==> config.mk <==
export PLATFORM = sky130hd
export DESIGN_NAME = mem_bus_arbiter
export DESIGN_NICKNAME = d
export VERILOG_FILES = /design/src/rtl/mem_bus_arbiter.sv
export SDC_FILE = /design/constraint.sdc
export NUM_CORES = 1
export LEC_CHECK = 0
export CAP_MARGIN = 20
export CORE_ASPECT_RATIO = 0.75
export CORE_MARGIN = 10
export CORE_UTILIZATION = 48
export DETAILED_ROUTE_END_ITERATION = 12
export GPL_TIMING_DRIVEN = 0
export PLACE_DENSITY = 0.87
export SYNTH_ARGS = -nofsm -noshare
export SYNTH_HDL_FRONTEND = slang
export SYNTH_SLANG_ARGS = --single-unit
==> constraint.sdc <==
create_clock -name clk -period 10.3 [get_ports clk]
set_input_delay 1.545 -clock clk [delete_from_list [all_inputs] [get_ports clk]]
set_output_delay 1.545 -clock clk [all_outputs]
set_load 0.02 [all_outputs]
==> src/rtl/mem_bus_arbiter.sv <==
// Two-master arbiter sharing one rstrb/wmask/rbusy memory port.
// Strobes are latched per port and replayed to memory one transaction at a time.
module mem_bus_arbiter #(
  parameter int unsigned ADDR_WIDTH     = 32,
  parameter int unsigned FIXED_PRIORITY = 0
) (
  input  logic                  clk,
  input  logic                  reset,
  input  logic [ADDR_WIDTH-1:0] p0_addr,
  input  logic                  p0_rstrb,
  input  logic [31:0]           p0_wdata,
  input  logic [3:0]            p0_wmask,
  output logic [31:0]           p0_rdata,
  output logic                  p0_rbusy,
  input  logic [ADDR_WIDTH-1:0] p1_addr,
  input  logic                  p1_rstrb,
  input  logic [31:0]           p1_wdata,
  input  logic [3:0]            p1_wmask,
  output logic [31:0]           p1_rdata,
  output logic                  p1_rbusy,
  output logic [ADDR_WIDTH-1:0] mem_addr,
  output logic                  mem_rstrb,
  output logic [31:0]           mem_wdata,
  output logic [3:0]            mem_wmask,
  input  logic [31:0]           mem_rdata,
  input  logic                  mem_rbusy,
  output logic                  grant,
  output logic                  proto_err
);

  localparam int unsigned DATA_W = 32;
  localparam int unsigned MASK_W = 4;

  typedef struct packed {
    logic [ADDR_WIDTH-1:0] addr;
    logic [DATA_W-1:0]     wdata;
    logic [MASK_W-1:0]     wmask;
  } req_t;

  typedef enum logic [2:0] {
    IDLE  = 3'b001,
    ISSUE = 3'b010,
    WAIT  = 3'b100
  } state_t;

  state_t state_q, state_d;
  req_t   lat0, lat1, sel;
  logic   pend0, pend1, active;
  logic   req0, req1, busy0, busy1;
  logic   award, complete, win;

  assign req0  = p0_rstrb | (|p0_wmask);
  assign req1  = p1_rstrb | (|p1_wmask);
  // grant doubles as the owner of the in-flight transaction
  assign busy0 = pend0 | (active & ~grant);
  assign busy1 = pend1 | (active & grant);
  assign p0_rbusy = busy0;
  assign p1_rbusy = busy1;

  // Winner selection and next-state decode
  always_comb begin
    state_d  = state_q;
    award    = 1'b0;
    complete = 1'b0;
    win      = 1'b0;
    if (pend0 && pend1) begin
      win = (FIXED_PRIORITY != 0) ? 1'b0 : ~grant;
    end else begin
      win = ~pend0;
    end
    sel = win ? lat1 : lat0;
    case (state_q)
      IDLE: begin
        if (pend0 || pend1) begin
          award   = 1'b1;
          state_d = ISSUE;
        end
      end
      ISSUE: state_d = WAIT;
      WAIT: begin
        if (!mem_rbusy) begin
          complete = 1'b1;
          state_d  = IDLE;
        end
      end
      default: state_d = IDLE;
    endcase
  end

  always_ff @(posedge clk or posedge reset) begin
    if (reset) state_q <= IDLE;
    else       state_q <= state_d;
  end

  // Port 0 request latch; a strobe while busy is dropped
  always_ff @(posedge clk or posedge reset) begin
    if (reset) begin
      pend0 <= 1'b0;
      lat0  <= '0;
    end else if (req0 && !busy0) begin
      pend0 <= 1'b1;
      lat0  <= '{addr: p0_addr, wdata: p0_wdata, wmask: p0_wmask};
    end else if (award && !win) begin
      pend0 <= 1'b0;
    end
  end

  always_ff @(posedge clk or posedge reset) begin
    if (reset) begin
      pend1 <= 1'b0;
      lat1  <= '0;
    end else if (req1 && !busy1) begin
      pend1 <= 1'b1;
      lat1  <= '{addr: p1_addr, wdata: p1_wdata, wmask: p1_wmask};
    end else if (award && win) begin
      pend1 <= 1'b0;
    end
  end

  // Memory-side issue, completion capture and sticky error
  always_ff @(posedge clk or posedge reset) begin
    if (reset) begin
      mem_addr  <= '0;
      mem_wdata <= '0;
      mem_wmask <= '0;
      mem_rstrb <= 1'b0;
      grant     <= 1'b1;
      active    <= 1'b0;
      proto_err <= 1'b0;
      p0_rdata  <= '0;
      p1_rdata  <= '0;
    end else begin
      if ((req0 && busy0) || (req1 && busy1)) proto_err <= 1'b1;
      if (award) begin
        mem_addr  <= sel.addr;
        mem_wdata <= sel.wdata;
        mem_wmask <= sel.wmask;
        mem_rstrb <= (sel.wmask == '0);
        grant     <= win;
        active    <= 1'b1;
      end else if (state_q == ISSUE) begin
        mem_rstrb <= 1'b0;
        mem_wmask <= '0;
      end
      if (complete) begin
        active <= 1'b0;
        if (grant) p1_rdata <= mem_rdata;
        else       p0_rdata <= mem_rdata;
      end
    end
  end

endmodule

Word level (Yosys, flattened, before mapping)
Index checks and enable logic that the tools add are counted.

Output and inout port bits: 137. Bits in registers: 277. Word-level logic and storage cells: 72. Input port bits: 173.

Multiplexer cells: 19. Equal/unequal tests: 5. Bitwise operators: 8. Reduce and logical (&&, ||, !) cells: 22.

Operator list (number): $mux W68 (1); $mux W1 (13); $pmux W3 S3 (1); $mux W4 (2); $reduce_bool A2 Y1 (4); $reduce_or A4 Y1 (2); $logic_and A1 B1 Y1 (7); $mux W3 (2); $reduce_and A2 Y1 (3); $logic_not A4 Y1 (1); $ne A2 B2 Y1 const B (2); $or A1 B1 Y1 (4); $eq A3 B1 Y1 const B (1); $eq A3 B2 Y1 const B (1); $eq A3 B3 Y1 const B (1); $logic_not A1 Y1 (3); $and A1 B1 Y1 (2); $logic_or A1 B1 Y1 (2); $not A1 Y1 (2).

Depth between registers and ports, before layout
Depth in word-level cells: 6. Depth in mapped cells: 7. Gate-level depth less buffers: 4.

Worst setup path after synthesis
OpenSTA, ideal clock, no wires.

Kind: input to register. Start point: input port p1_wmask[1]. End point: register lat1[4] (netlist name). Path buffers: 2. Required time: 10.175 ns. Library setup time: 0.125 ns. Arrival time: 2.964 ns. Path slack: 7.212 ns. Stages: 5. Cells stage by stage: or4_1 -> o21ai_2 -> buf_4 -> buf_4 -> mux2_2.

Cells in the longest elaborated chain, start to end: 3.

RTL lines: start: declaration (RTL line 18) `input logic [3:0] p1_wmask,`; $reduce_or A4 Y1 (RTL line 53) `assign req1 = p1_rstrb | (|p1_wmask);`; $or A1 B1 Y1 (RTL line 53); $logic_and A1 B1 Y1 (RTL line 112) `end else if (req1 && !busy1) begin`; end signal: assignment (RTL line 114) `lat1 <= '{addr: p1_addr, wdata: p1_wdata, wmask: p1_wmask};`; end: declaration (RTL line 47) `req_t lat0, lat1, sel;`.

Every way passes these cells. A chain may end at the register's enable or synchronous reset.

Worst setup path in the final report
Start point: register grant. End point: output port p0_rbusy.

Cells in the longest elaborated chain, start to end: 3.

RTL lines: start: declaration (RTL line 27) `output logic grant,`; start signal: assignment (RTL line 139) `grant <= win;`; $not A1 Y1 (no line); $and A1 B1 Y1 (RTL line 55) `assign busy0 = pend0 | (active & ~grant);`; $or A1 B1 Y1 (RTL line 55); end: declaration (RTL line 14) `output logic p0_rbusy,`.

Every way passes these cells.

==> run_results.csv <==
group,metric,value,unit
run_status,status,"finished clean",
cts,cts_buffer_depth,3,
place,dp_hpwl,22900,µm
critical_path,reg2reg_depth,5,
timing,finalCriticalPeriod,3900,ps
power_and_ir_drop,p_leak,6.61,nW
finish,layout_commonest_cell,"clkdlybuf4s50_1",
power_and_ir_drop,power_density,348,mW/mm²
timing,maxSlewViolCount,0,
route,vias_per_cell,5.44,
finish,fin_cells,1364,
yosys,ys_types,33,
floorplanning,rows,47,
timing,max_slew_margin,39.0,%
floorplanning,core_area,0.0222,mm²
route,dr.first_iter.drc_count,384,
finish,fillers,1494,
run,drv_cap,0,
route,drc_errors,0,
cts,cts_resized,0,
critical_path,slowest_stage,"clkdlybuf4s50_1",
timing,hold_ws,482,ps
critical_path,worst_path_largest_cell_delay,620,ps
critical_path,worstSetupEndpoint,"p0_rbusy",
power_and_ir_drop,design_power_total,5.30,mW
place,dp.cells,1316,
critical_path,crit_top_cell,"inv_1",
grt,grt_start_max_net_pins,133,
route,drt-pass1-iter-count,4,
finish,final_cell_area,0.0152,mm²
finish,seqCellArea,0.00693,mm²
timing,final_hold_viol_count,0,
cts,cts_root_buf,"clkbuf_16",
finish,final_layout_size_suffix_gt1_share,25.5,%
yosys,synth_area_leader_cell,"dfrtp_1",
yosys,ys_ff_latch,277,
route,wl_per_cell,22.9,µm
critical_path,cp-startpoint,"grant$_DFFE_PP1P_",
timing,setup_violations,0,
yosys,synth_area,0.0109,mm²
cts,ctsHoldBuffers,0,
cts,postCtsSetupBuffers,0,
critical_path,ff2ff_setup_slack,7830,ps
grt,grt_pass1_wl,48000,µm
floorplanning,die_y,150,µm
critical_path,crit_family,"buffers and inverters",
yosys,yosysWarnings,0,
cts,cts_max_level,1,
timing,min_period_over_period,37.9,%
finish,multi_input_area,0.00366,mm²
timing,grt_setup_unrepaired,"false",
yosys,syn-num-nets,884,
cts,cts.clk_slew.worst_paths,60,ps
place,gp_congestion,0.817,
route,ant_nets,0,
grt,grt_overflow,0,
finish,area_growth,40.4,%
yosys,synthTopCellsByArea,"dfrtp_1 (63%), mux2_2 (18%), a221o_1 (5.9%)",
hold_path,hp-class,"flip-flop to flip-flop",
yosys,seq_area_frac_synth,63.9,%
grt,antenna_found_initial,2,
critical_path,path_cells,"inv_1, a21oi_1, inv_1, clkdlybuf4s50_1",
finish,final_cell_mix,"clkdlybuf4s50_1 (309), dfrtp_1 (275), mux2_2 (178), nor2b_1 (65), a221o_1 (64)",
finish,final_nets,1224,
critical_path,required,8760,ps
critical_path,r2r-end,"mem_addr[22]$_DFFE_PP0P_",
timing,max_freq,256,MHz
cts,cts_tree,"yes",
place,portBuffers,309,
route,vias,7420,
cts,insertion_delay,520,ps
route,routed_wl,31200,µm
floorplanning,start_util,49.0,%
yosys,synthCells,711,
grt,grt_pass1_vias,8046,
timing,tightest_slew,910,ps
yosys,synth_top_area_share,63.4,%
floorplanning,pin_count,310,
timing,clock-skew-final,8.62,ps
floorplanning,fp.dieArea,0.0291,mm²
critical_path,cp_max_fo,7,
critical_path,crit_type,"flip-flop to output port",
critical_path,r2r_start,"state_q[0]$_DFFE_PP1P_",
yosys,syn_avg_cell_area,15.3,µm²
critical_path,end_kind,"output port",
critical_path,worst_ep_arrival_time,2360,ps
critical_path,start_kind,"flip-flop",
cts,clock-sinks,277,
critical_path,worst-path-buf-inv,3,
timing,fin_ws,6400,ps
cts,numCtsBuffers,27,
power_and_ir_drop,ir_drop,0.191,mV
floorplanning,fp.dieW,194,µm
place,place_area,0.0144,mm²
critical_path,crit_cells,4,
grt,track_usage,20.8,%
place,pre_cts_slack,6200,ps
hold_path,holdPathStages,2,
worst min-delay path, delay by kind of cell, from the launching register on:
| kind | cells | cell delay (ps) |
|---|---|---|
| buf+inv | 1 | 40 |
| compound gates | 1 | 60 |
| flops | 1 | 340 |
per-layer routing:
layer / vias up / part of all wire [%] / GRT usage, %
met5: - / 0.071 / 0
met4: 4 / 2.4 / 5.22
met3: 48 / 8.6 / 7.33
met2: 274 / 47 / 33.8
met1: 3828 / 42 / 26.1
li1: 3266 / - / -
cell usage after synthesis:
cell type,number
mux2_1,2
inv_1,9
o21ai_2,2
clkbuf_1,16
a2111oi_0,1
nor3_1,1
a21oi_1,2
o41ai_1,1
buf_4,2
a22o_1,3
nand2b_1,4
dfrtp_1,275
mux2_2,178
buf_2,21
o21a_1,1
a221o_1,64
buf_6,4
a31o_2,1
o221ai_1,1
nor2b_1,65
o22ai_1,1
or2_1,1
dfstp_2,2
a32o_1,1
a21boi_0,1
nor3b_1,1
o21ai_0,5
nor2_1,8
mux2i_1,2
or4_1,2
mux2_4,18
nand2_1,15
nor3_2,1
power breakdown:
part	total (mW)	leakage (nW)	switching, mW	internal (mW)
registers	1.96	3.38	0.315	1.65
clock network	0.973	0.428	0.407	0.566
logic	2.36	2.81	1.11	1.25
total	5.30	6.61	1.83	3.47
kinds of logic after synthesis:
kind of cell | share of synthesized area [%]
muxes | 21.3
and+or+nand+nor | 5.17
buffers and inverters | 2.39
DFF | 63.9
AOI/OAI and AO/OA | 7.24
stage by stage:
step	setup TNS, ps	utilization [%]
3_5_place_dp	0	64.9
2_1_floorplan	0	-
5_1_grt	0	68.8
6_report	0	68.8
3_3_place_gp	-592530	64.6
4_1_cts	0	68.8
sequential cells by signal (all words and copies together) (netlist names), 3 cells and up:
register / count
state_q: 3
lat1: 68
mem_addr: 32
p0_rdata: 32
mem_wmask: 4
lat0: 68
mem_wdata: 32
p1_rdata: 32
worst min path at each step:
stage	start	to	slack [ps]
floorplan	lat1[0]$_DFFE_PP0P_	lat1[0]$_DFFE_PP0P_	460
global placement	proto_err$_DFFE_PP0P_	proto_err$_DFFE_PP0P_	460
detailed placement	proto_err$_DFFE_PP0P_	proto_err$_DFFE_PP0P_	470
CTS	proto_err$_DFFE_PP0P_	proto_err$_DFFE_PP0P_	480
global route	proto_err$_DFFE_PP0P_	proto_err$_DFFE_PP0P_	490
finish	proto_err$_DFFE_PP0P_	proto_err$_DFFE_PP0P_	480
area by class of cell:
cell class | count | share of cell area (%)
clock buffers | 38 | 5.03
diodes | 1 | 0.0164
flip-flops and latches | 277 | 45.5
multi-input cells | 382 | 24.0
repair buffers | 311 | 20.6
inverters | 9 | 0.271
well taps | 294 | 2.41
plain buffers | 43 | 1.48
clock inverters | 9 | 0.640
(Power assumes the default switching activity.)
